`config.mk`:
```
export PLATFORM = sky130hd
export DESIGN_NAME = load_store_unit
export DESIGN_NICKNAME = d
export VERILOG_FILES = /design/src/rtl/load_store_unit.sv
export SDC_FILE = /design/constraint.sdc
export NUM_CORES = 1
export LEC_CHECK = 0
export ABC_AREA = 1
export BUFFER_PORTS_ARGS = -buffer_cell sky130_fd_sc_hd__buf_4
export CORE_UTILIZATION = 50
export DETAILED_ROUTE_END_ITERATION = 7
export PLACE_DENSITY = 0.88
export SLEW_MARGIN = 20
export SYNTH_ARGS = -nofsm -noshare
export SYNTH_HDL_FRONTEND = slang
export SYNTH_SLANG_ARGS = --single-unit
```
`constraint.sdc`:
```
create_clock -name clk -period 2.6 [get_ports clk]
set_input_delay 0.13 -clock clk [delete_from_list [all_inputs] [get_ports clk]]
set_output_delay 0.13 -clock clk [all_outputs]
set_load 0.1 [all_outputs]
```
`src/rtl/load_store_unit.sv`:
```
// load_store_unit: multi-cycle load/store unit between the core datapath and a
// req/ack word-addressed data bus. Stalls the core while an access is in
// flight, returns aligned and extended load data, and flags misaligned
// accesses and bus timeouts.
module load_store_unit #(
    parameter int TIMEOUT = 16
) (
    input  logic        clk,
    input  logic        reset,
    input  logic        Load,
    input  logic        MemWrite,
    input  logic [1:0]  AccessMode,
    input  logic        LoadUnsigned,
    input  logic [31:0] Addr,
    input  logic [31:0] WriteData,
    output logic [31:0] ReadData,
    output logic        Stall,
    output logic        MisalignedFault,
    output logic        BusError,
    output logic        bus_req,
    output logic        bus_we,
    output logic [31:0] bus_addr,
    output logic [3:0]  bus_be,
    output logic [31:0] bus_wdata,
    input  logic        bus_ack,
    input  logic [31:0] bus_rdata
);

    typedef enum logic [1:0] {
        IDLE = 2'd0,
        REQ  = 2'd1,
        DONE = 2'd2
    } state_t;

    // The counter only has to reach TIMEOUT-1, so log2(TIMEOUT) bits suffice.
    localparam int              CNT_W      = (TIMEOUT < 2) ? 1 : $clog2(TIMEOUT);
    localparam logic [CNT_W-1:0] CNT_LAST  = CNT_W'(TIMEOUT - 1);
    localparam bit              TIMEOUT_EN = (TIMEOUT != 0);

    state_t             state;
    state_t             state_next;
    logic               is_access;
    logic               misaligned;
    logic               acc;
    logic               timeout_hit;
    logic [CNT_W-1:0]   req_count;
    logic [1:0]         lane;
    logic [1:0]         mode_q;
    logic               unsigned_q;
    logic [3:0]         be_next;
    logic [31:0]        wdata_next;
    logic [7:0]         byte_sel;
    logic [15:0]        half_sel;
    logic [31:0]        load_value;

    assign is_access       = Load | MemWrite;
    assign MisalignedFault = misaligned;
    assign acc             = is_access & ~misaligned;
    assign Stall           = acc & (state != DONE);
    assign bus_req         = (state == REQ);
    assign timeout_hit     = TIMEOUT_EN && (req_count == CNT_LAST);

    // Alignment check; the reserved access mode faults whenever it is used.
    always_comb begin
        misaligned = 1'b0;
        case (AccessMode)
            2'b01:   misaligned = Addr[0];
            2'b10:   misaligned = (Addr[1:0] != 2'b00);
            2'b11:   misaligned = is_access;
            default: misaligned = 1'b0;
        endcase
    end

    // Byte enables and lane-replicated store data for the access being issued.
    always_comb begin
        be_next    = 4'b1111;
        wdata_next = WriteData;
        case (AccessMode)
            2'b00: begin
                be_next    = 4'b0001 << Addr[1:0];
                wdata_next = {4{WriteData[7:0]}};
            end
            2'b01: begin
                be_next    = 4'b0011 << {Addr[1], 1'b0};
                wdata_next = {2{WriteData[15:0]}};
            end
            default: begin
                be_next    = 4'b1111;
                wdata_next = WriteData;
            end
        endcase
    end

    // Pick the addressed lane out of the read word and sign/zero extend it.
    always_comb begin
        byte_sel   = bus_rdata[7:0];
        half_sel   = lane[1] ? bus_rdata[31:16] : bus_rdata[15:0];
        load_value = bus_rdata;
        case (lane)
            2'd0:    byte_sel = bus_rdata[7:0];
            2'd1:    byte_sel = bus_rdata[15:8];
            2'd2:    byte_sel = bus_rdata[23:16];
            default: byte_sel = bus_rdata[31:24];
        endcase
        case (mode_q)
            2'b00:   load_value = {{24{~unsigned_q & byte_sel[7]}}, byte_sel};
            2'b01:   load_value = {{16{~unsigned_q & half_sel[15]}}, half_sel};
            default: load_value = bus_rdata;
        endcase
    end

    // State register.
    always_ff @(posedge clk) begin
        if (reset) begin
            state <= IDLE;
        end else begin
            state <= state_next;
        end
    end

    // Next-state logic: an ack in the last allowed REQ cycle beats the timeout.
    always_comb begin
        state_next = state;
        case (state)
            IDLE: begin
                if (acc) begin
                    state_next = REQ;
                end
            end
            REQ: begin
                if (bus_ack || timeout_hit) begin
                    state_next = DONE;
                end
            end
            DONE:    state_next = IDLE;
            default: state_next = IDLE;
        endcase
    end

    // Bus request registers, timeout counter and the DONE-cycle results.
    always_ff @(posedge clk) begin
        if (reset) begin
            bus_we     <= 1'b0;
            bus_addr   <= 32'd0;
            bus_be     <= 4'd0;
            bus_wdata  <= 32'd0;
            lane       <= 2'd0;
            mode_q     <= 2'd0;
            unsigned_q <= 1'b0;
            ReadData   <= 32'd0;
            BusError   <= 1'b0;
            req_count  <= '0;
        end else begin
            case (state)
                IDLE: begin
                    BusError  <= 1'b0;
                    req_count <= '0;
                    if (acc) begin
                        bus_we     <= MemWrite;
                        bus_addr   <= {Addr[31:2], 2'b00};
                        bus_be     <= be_next;
                        bus_wdata  <= wdata_next;
                        lane       <= Addr[1:0];
                        mode_q     <= AccessMode;
                        unsigned_q <= LoadUnsigned;
                    end
                end
                REQ: begin
                    if (bus_ack) begin
                        ReadData  <= bus_we ? 32'd0 : load_value;
                        req_count <= '0;
                    end else if (timeout_hit) begin
                        ReadData  <= 32'd0;
                        BusError  <= 1'b1;
                        req_count <= '0;
                    end else begin
                        req_count <= req_count + 1'b1;
                    end
                end
                DONE: begin
                    BusError  <= 1'b0;
                    req_count <= '0;
                end
                default: begin
                    BusError  <= 1'b0;
                    req_count <= '0;
                end
            endcase
        end
    end

endmodule

```
== Word level (Yosys, flattened, before mapping) ==
Cells that the tools add are included.
Operators by class
  multipliers: 0
  bitwise logic cells: 9
  reduce and logical (&&, ||, !) cells: 13
  multiplexer cells: 12
  eq/ne operators: 11
  div/mod/pow operators: 0
  add/sub/neg operators: 1
  magnitude comparators: 0
  shift operators: 2
Operator list (number)
  $pmux 32 s2: 2
  $mux 32: 3
  $pmux 8 s3: 1
  $mux 16: 1
  $eq 2x1->1 const B: 4
  $logic_not 2->1: 4
  $pmux 4 s2: 1
  $reduce_and 2->1: 4
  $eq 2x2->1 const B: 3
  $add 4x1->4 const B: 1
  $and 1x1->1: 4
  $eq 4x4->1 const B: 1
  $mux 2: 2
  $ne 2x2->1 const B: 2
  $not 1->1: 4
  $pmux 2 s2: 1
  $reduce_bool 2->1: 2
  $reduce_or 4->1: 1
  $shl 1x2->4 const A: 1
  $shl 2x2->4 const A: 1
  $pmux 1 s3: 1
  $ne 2x1->1 const B: 1
  $reduce_or 2->1: 1
  $logic_or 1x1->1: 1
  $or 1x1->1: 1
Word-level totals
  output and inout port bits: 105
  bits in latches: 0
  bits in read-only memories: 0
  memories kept: 0
  RAM bits: 0
  logic and storage cells: 59
  register bits: 111

== Longest topological paths before layout ==
  depth after elaboration: 6
  depth in mapped cells: 11
  depth with buffers taken out: 10

== Worst setup path after synthesis ==
Ideal clock, no wire load.
  path type: input -> output
  start: in AccessMode[1]
  end: out Stall
  buffers on the path: 1
  required time: 2470 ps
  slack: 429 ps
  arrival: 2041 ps
  stages on the path: 5
  cell sequence: buf_4 -> nor2_8 -> nand2_2 -> nand4_4 -> a21oi_1
On the way
  longest elaborated chain between the ends: 5
  elaborated cells between the ends (all ways): 7
  those cells by class: eq/ne: 3; mux: 1; bitwise: 3
Ends and longest elaborated chain
  start, declared: RTL line 12  | input logic [1:0] AccessMode,
  $eq 2x2->1 / $eq 2x1->1 (equally long branches): RTL line 66  | case (AccessMode)
  $pmux 1 s3 (*): RTL line 66
  $not 1->1 (*): RTL line 58  | assign acc = is_access & ~misaligned;
  $and 1x1->1 (*): RTL line 58
  $and 1x1->1 (*): RTL line 59  | assign Stall = acc & (state != DONE);
  end, declared: RTL line 17  | output logic Stall,
Mark *: on every way between the ends. The rest lies on a longest branch, timed or not.

== Final worst setup path ==
  start: reg lane[1]
  end: reg ReadData[30]
On the way
  longest elaborated chain between the ends: 6
  elaborated cells between the ends (all ways): 10
  those cells by class: eq/ne: 2; mux: 5; bitwise: 2; reduce/logical: 1
Ends and longest elaborated chain
  start, declared: RTL line 47  | logic [1:0] lane;
  start signal, assigned: RTL line 163  | lane <= Addr[1:0];
  $eq 2x2->1, or another cell as far along: RTL line 99  | case (lane)
  $pmux 8 s3: RTL line 99
  $and 1x1->1: RTL line 106  | 2'b00: load_value = {{24{~unsigned_q & byte_sel[7]}}, byte_sel};
  $pmux 32 s2 (*): RTL line 105  | case (mode_q)
  $mux 32 (*): RTL line 170  | ReadData <= bus_we ? 32'd0 : load_value;
  $mux 32 (*): RTL line 169  | if (bus_ack) begin
  end signal, assigned: RTL line 170
  end, declared: RTL line 16  | output logic [31:0] ReadData,
Marks and branches as above.
A chain may end at the register's enable or synchronous reset.

==> flow_summary.html <==
<table>
<tr><th>Metric</th><th>Value</th></tr>
<tr><th colspan="2">Synthesis</th></tr>
<tr><td>Synthesized-area fraction occupied by ao, oa, aoi and oai cells</td><td>21.7%</td></tr>
<tr><td>Number of synthesized flops with an enable pin</td><td>0</td></tr>
<tr><td>Avg Inst Size Synth</td><td>roughly 7.4 sq um</td></tr>
<tr><td>Yosys synthesis warning count</td><td>0</td></tr>
<tr><td>Area share of the largest cell type after synthesis</td><td>45.6%</td></tr>
<tr><td>Share of async-settable or async-resettable flops after synthesis</td><td>0%</td></tr>
<tr><td>Synthesized-area fraction occupied by xor and xnor cells</td><td>0.180%</td></tr>
<tr><td>Multiplexer share of the synthesized area</td><td>1.64%</td></tr>
<tr><td>Library cell with the largest summed area after synthesis</td><td>sky130_fd_sc_hd__dfxtp_1</td></tr>
<tr><td>Post-synthesis cell type count</td><td>35</td></tr>
<tr><td>Top_reg_cell synth</td><td>sky130_fd_sc_hd__dfxtp_1</td></tr>
<tr><td>Number of synthesized register bits</td><td>around 110</td></tr>
<tr><td>Proportion of synthesized chip area in sequential cells</td><td>45.6%</td></tr>
<tr><td>Synth Cell Area</td><td>about 4900 sq um</td></tr>
<tr><td>Dominant combinational cell family by area after synthesis</td><td>simple AND/OR/NAND/NOR gates</td></tr>
<tr><td>Biggest area contributors in the synthesized netlist</td><td>sky130_fd_sc_hd__dfxtp_1 46%, sky130_fd_sc_hd__a21oi_1 11%, sky130_fd_sc_hd__nand2_1 9.0%, sky130_fd_sc_hd__nor2_1 7.7%, sky130_fd_sc_hd__o21ai_0 6.6%</td></tr>
<tr><td>Cells after synthesis</td><td>658</td></tr>
<tr><td>Simple-gate area share of the yosys netlist</td><td>23.1%</td></tr>
<tr><td>Adder-cell area share of the yosys netlist</td><td>less than 1%</td></tr>
<tr><th colspan="2">Clock network</th></tr>
<tr><td>Post-CTS setup buffer count</td><td>0</td></tr>
<tr><td>Clock latency reported for the late side of the worst-skew pair</td><td>370 ps</td></tr>
<tr><td>Number of clock sinks</td><td>111</td></tr>
<tr><td>Htree depth</td><td>3</td></tr>
<tr><td>Clock root cell</td><td>sky130_fd_sc_hd__clkbuf_8</td></tr>
<tr><td>CTS tree</td><td>built</td></tr>
<tr><td>CTS Buf Count</td><td>9</td></tr>
<tr><td>CTS clock-pin slew for the worst setup and hold paths</td><td>110 ps</td></tr>
<tr><td>Post-cts sizing count</td><td>0</td></tr>
<tr><td>CTS Buffer Depth</td><td>2</td></tr>
<tr><th colspan="2">Power</th></tr>
<tr><td>Total power</td><td>5.14 mW</td></tr>
<tr><td>Power per unit of standard cell area</td><td>744 nW/um^2</td></tr>
<tr><td>VDD IR max</td><td>0.000536 V</td></tr>
<tr><td>Leakage</td><td>3.23 nW</td></tr>
<tr><th colspan="2">Place</th></tr>
<tr><td>Routability congestion estimate</td><td>about 0.90</td></tr>
<tr><td>Post-placement setup slack</td><td>683 ps</td></tr>
<tr><td>Estimated wirelength of the detail-placed design</td><td>10800 microns</td></tr>
<tr><td>Buffers on Ports</td><td>206</td></tr>
<tr><th colspan="2">GRT</th></tr>
<tr><td>Pin count of the biggest net entering global routing</td><td>65</td></tr>
<tr><td>Via count of the first global-routing pass</td><td>5349</td></tr>
<tr><td>Initial antenna violation count</td><td>0</td></tr>
<tr><td>All-Layer GR Usage</td><td>31.2%</td></tr>
<tr><td>Final global-route overflow total</td><td>0</td></tr>
<tr><td>Global-route wire length before repair</td><td>24800 microns</td></tr>
<tr><th colspan="2">STA</th></tr>
<tr><td>Final sum of negative setup slack</td><td>0 ps</td></tr>
<tr><td>Final critical-path required period</td><td>1900 ps</td></tr>
<tr><td>Upper clock frequency limit</td><td>527 MHz</td></tr>
<tr><td>Unrepaired setup endpoints after global routing</td><td>no</td></tr>
<tr><td>Pin slew with the least headroom to its limit</td><td>989 ps</td></tr>
<tr><td>Post-route setup slack</td><td>701 ps</td></tr>
<tr><td>Total setup violations reported at the end of the flow</td><td>0</td></tr>
<tr><td>Final hold viol count</td><td>0</td></tr>
<tr><td>Count of final max-slew check failures</td><td>0</td></tr>
<tr><td>Max_slew headroom</td><td>34.0%</td></tr>
<tr><td>Tcrit/Tclk final</td><td>between 70% and 80%</td></tr>
<tr><td>Worst clock skew</td><td>between 15 and 20 ps</td></tr>
<tr><th colspan="2">Status</th></tr>
<tr><td>Run status</td><td>completed</td></tr>
<tr><th colspan="2">Drt</th></tr>
<tr><td>Via count</td><td>~5400</td></tr>
<tr><td>Antenna-violating nets left</td><td>0</td></tr>
<tr><td>Initial DRT Pass Iterations</td><td>5</td></tr>
<tr><td>DRC Markers</td><td>0</td></tr>
<tr><td>First-iteration detailed-routing DRC count</td><td>about 320</td></tr>
<tr><td>Aggregate routed wire length</td><td>roughly 16000 microns</td></tr>
<tr><td>Via density per instance</td><td>5.43</td></tr>
<tr><td>Routed wire per std cell</td><td>16.3 microns</td></tr>
<tr><th colspan="2">Cells and area</th></tr>
<tr><td>Layout net count</td><td>972</td></tr>
<tr><td>Most frequent cells in the layout</td><td>212 x sky130_fd_sc_hd__buf_4, 117 x sky130_fd_sc_hd__nand2_1, 111 x sky130_fd_sc_hd__dfxtp_1, 104 x sky130_fd_sc_hd__a21oi_1, 100 x sky130_fd_sc_hd__nor2_1</td></tr>
<tr><td>Total inserted antenna cells</td><td>0</td></tr>
<tr><td>Ratio of cells with drive above 1 in the final layout</td><td>slightly below 30%</td></tr>
<tr><td>Area Growth Syn to Fin</td><td>41.9%</td></tr>
<tr><td>Commonest non-fill, non-tap cell in the layout</td><td>sky130_fd_sc_hd__buf_4</td></tr>
<tr><th colspan="2">Critical path</th></tr>
<tr><td>Worst Setup End Kind</td><td>flop</td></tr>
<tr><td>Critical Path Start Type</td><td>flop</td></tr>
<tr><td>Number of cells on the worst reg-to-reg path</td><td>7</td></tr>
<tr><td>Crit path kind</td><td>reg2reg</td></tr>
<tr><td>Critical path fanouts, max</td><td>16</td></tr>
<tr><td>Arrival @ worst endpoint</td><td>about 2200 ps</td></tr>
<tr><td>Required @ worst endpoint</td><td>2900 ps</td></tr>
<tr><th colspan="2">Min path</th></tr>
<tr><td>Worst Hold Depth</td><td>3</td></tr>
<tr><td>Hold Path Class</td><td>in2reg</td></tr>
<tr><th colspan="2">Die</th></tr>
<tr><td>Die footprint</td><td>a little over 10000 sq um</td></tr>
<tr><td>Initial cell density of the core</td><td>~52%</td></tr>
<tr><td>I/O pins</td><td>209</td></tr>
<tr><td>Horizontal die dimension</td><td>101 microns</td></tr>
<tr><td>FP Rows</td><td>35</td></tr>
<tr><td>Die height</td><td>101 microns</td></tr>
<tr><td>Placeable Area</td><td>9330 sq um</td></tr>
<tr><th colspan="2">Run</th></tr>
<tr><td>Max-cap violation count</td><td>0</td></tr>
</table>
-- metrics by stage --
stage / area, sq um / hold WS (ps) / util (%) / std cells
2_1_floorplan: 4870 / 265 / - / 659
3_3_place_gp: 6400 / 351 / 68.6 / 955
3_5_place_dp: 6400 / 357 / 68.6 / 955
4_1_cts: 6900 / 0.287 / 74.0 / 1000
5_1_grt: 6910 / 18.3 / 74.1 / 1001
6_report: 6910 / 3.16 / 74.1 / 1001
-- path summary, 6_finish.rpt --
check,from,to,slack (ps)
worst max-delay path,lane[1],ReadData[30],700
worst min register to register,req_count[0],req_count[0],470
worst max register to register,lane[1],ReadData[30],700
worst min-delay path,LoadUnsigned,unsigned_q,3
-- logic make-up after synthesis --
logic type | after synthesis
flops | 111
mux | 8
other cells | 1
fa+ha+maj | 1
compound gates | 199
simple gates | 261
buf+inv | 76
xor+xnor | 1
-- synthesized netlist by cell type (2+ instances only) --
cell / number
sky130_fd_sc_hd__nand2_1: 117
sky130_fd_sc_hd__dfxtp_1: 111
sky130_fd_sc_hd__a21oi_1: 104
sky130_fd_sc_hd__nor2_1: 100
sky130_fd_sc_hd__o21ai_0: 64
sky130_fd_sc_hd__inv_1: 27
sky130_fd_sc_hd__nand3_1: 21
sky130_fd_sc_hd__clkbuf_1: 20
sky130_fd_sc_hd__buf_2: 14
sky130_fd_sc_hd__or2_2: 13
sky130_fd_sc_hd__o21ai_1: 12
sky130_fd_sc_hd__a22o_1: 8
sky130_fd_sc_hd__mux2i_1: 8
sky130_fd_sc_hd__buf_4: 7
sky130_fd_sc_hd__buf_6: 4
sky130_fd_sc_hd__o211ai_1: 4
sky130_fd_sc_hd__nand3_2: 3
sky130_fd_sc_hd__inv_4: 2
sky130_fd_sc_hd__nor2_8: 2
sky130_fd_sc_hd__o221ai_1: 2
-- critical path, stage by stage, from the launching register on --
cell and delay, ps:
sky130_fd_sc_hd__dfxtp_1 620, sky130_fd_sc_hd__buf_4 260, sky130_fd_sc_hd__nand2_1 80, sky130_fd_sc_hd__nand3_1 120, sky130_fd_sc_hd__nand3_2 190, sky130_fd_sc_hd__nand3_2 300, sky130_fd_sc_hd__nand2_1 100, sky130_fd_sc_hd__a21oi_1 150
-- layer usage --
layer	part of all wire [%]	vias to the layer above	global-route usage (%)
met4	4.5	0	15.4
li1	-	2587	-
met5	0	-	0
met3	11	60	7.14
met2	48	336	54.7
met1	37	2448	35.8
-- what timing repair did --
action	in CTS	in global routing
setup endpoints to repair	0	0
endpoints found under the hold margin	29	1
hold buffers	29	1
-- final cells by class --
class                      count  area (sq um)
clock buffer                   9           124
clock inverter                 7          86.3
fill                         676          2420
inverter                      30           118
multi-input combinational    472          2290
sequential                   111          2220
tap                          129           161
timing repair buffer         243          1910
-- flip-flops by register name (all words and copies together) (netlist names), 2 cells and up --
signal	cells
bus_wdata	32
lane	2
state	2
ReadData	32
bus_be	4
req_count	4
bus_addr	30
mode_q	2
-- where the power goes --
group	switching, mW	internal, mW	total (mW)
Clock	0.658	0.468	1.13
Sequential	0.0995	1.85	1.95
Combinational	1.58	0.490	2.07
(Power assumes the default switching activity.)
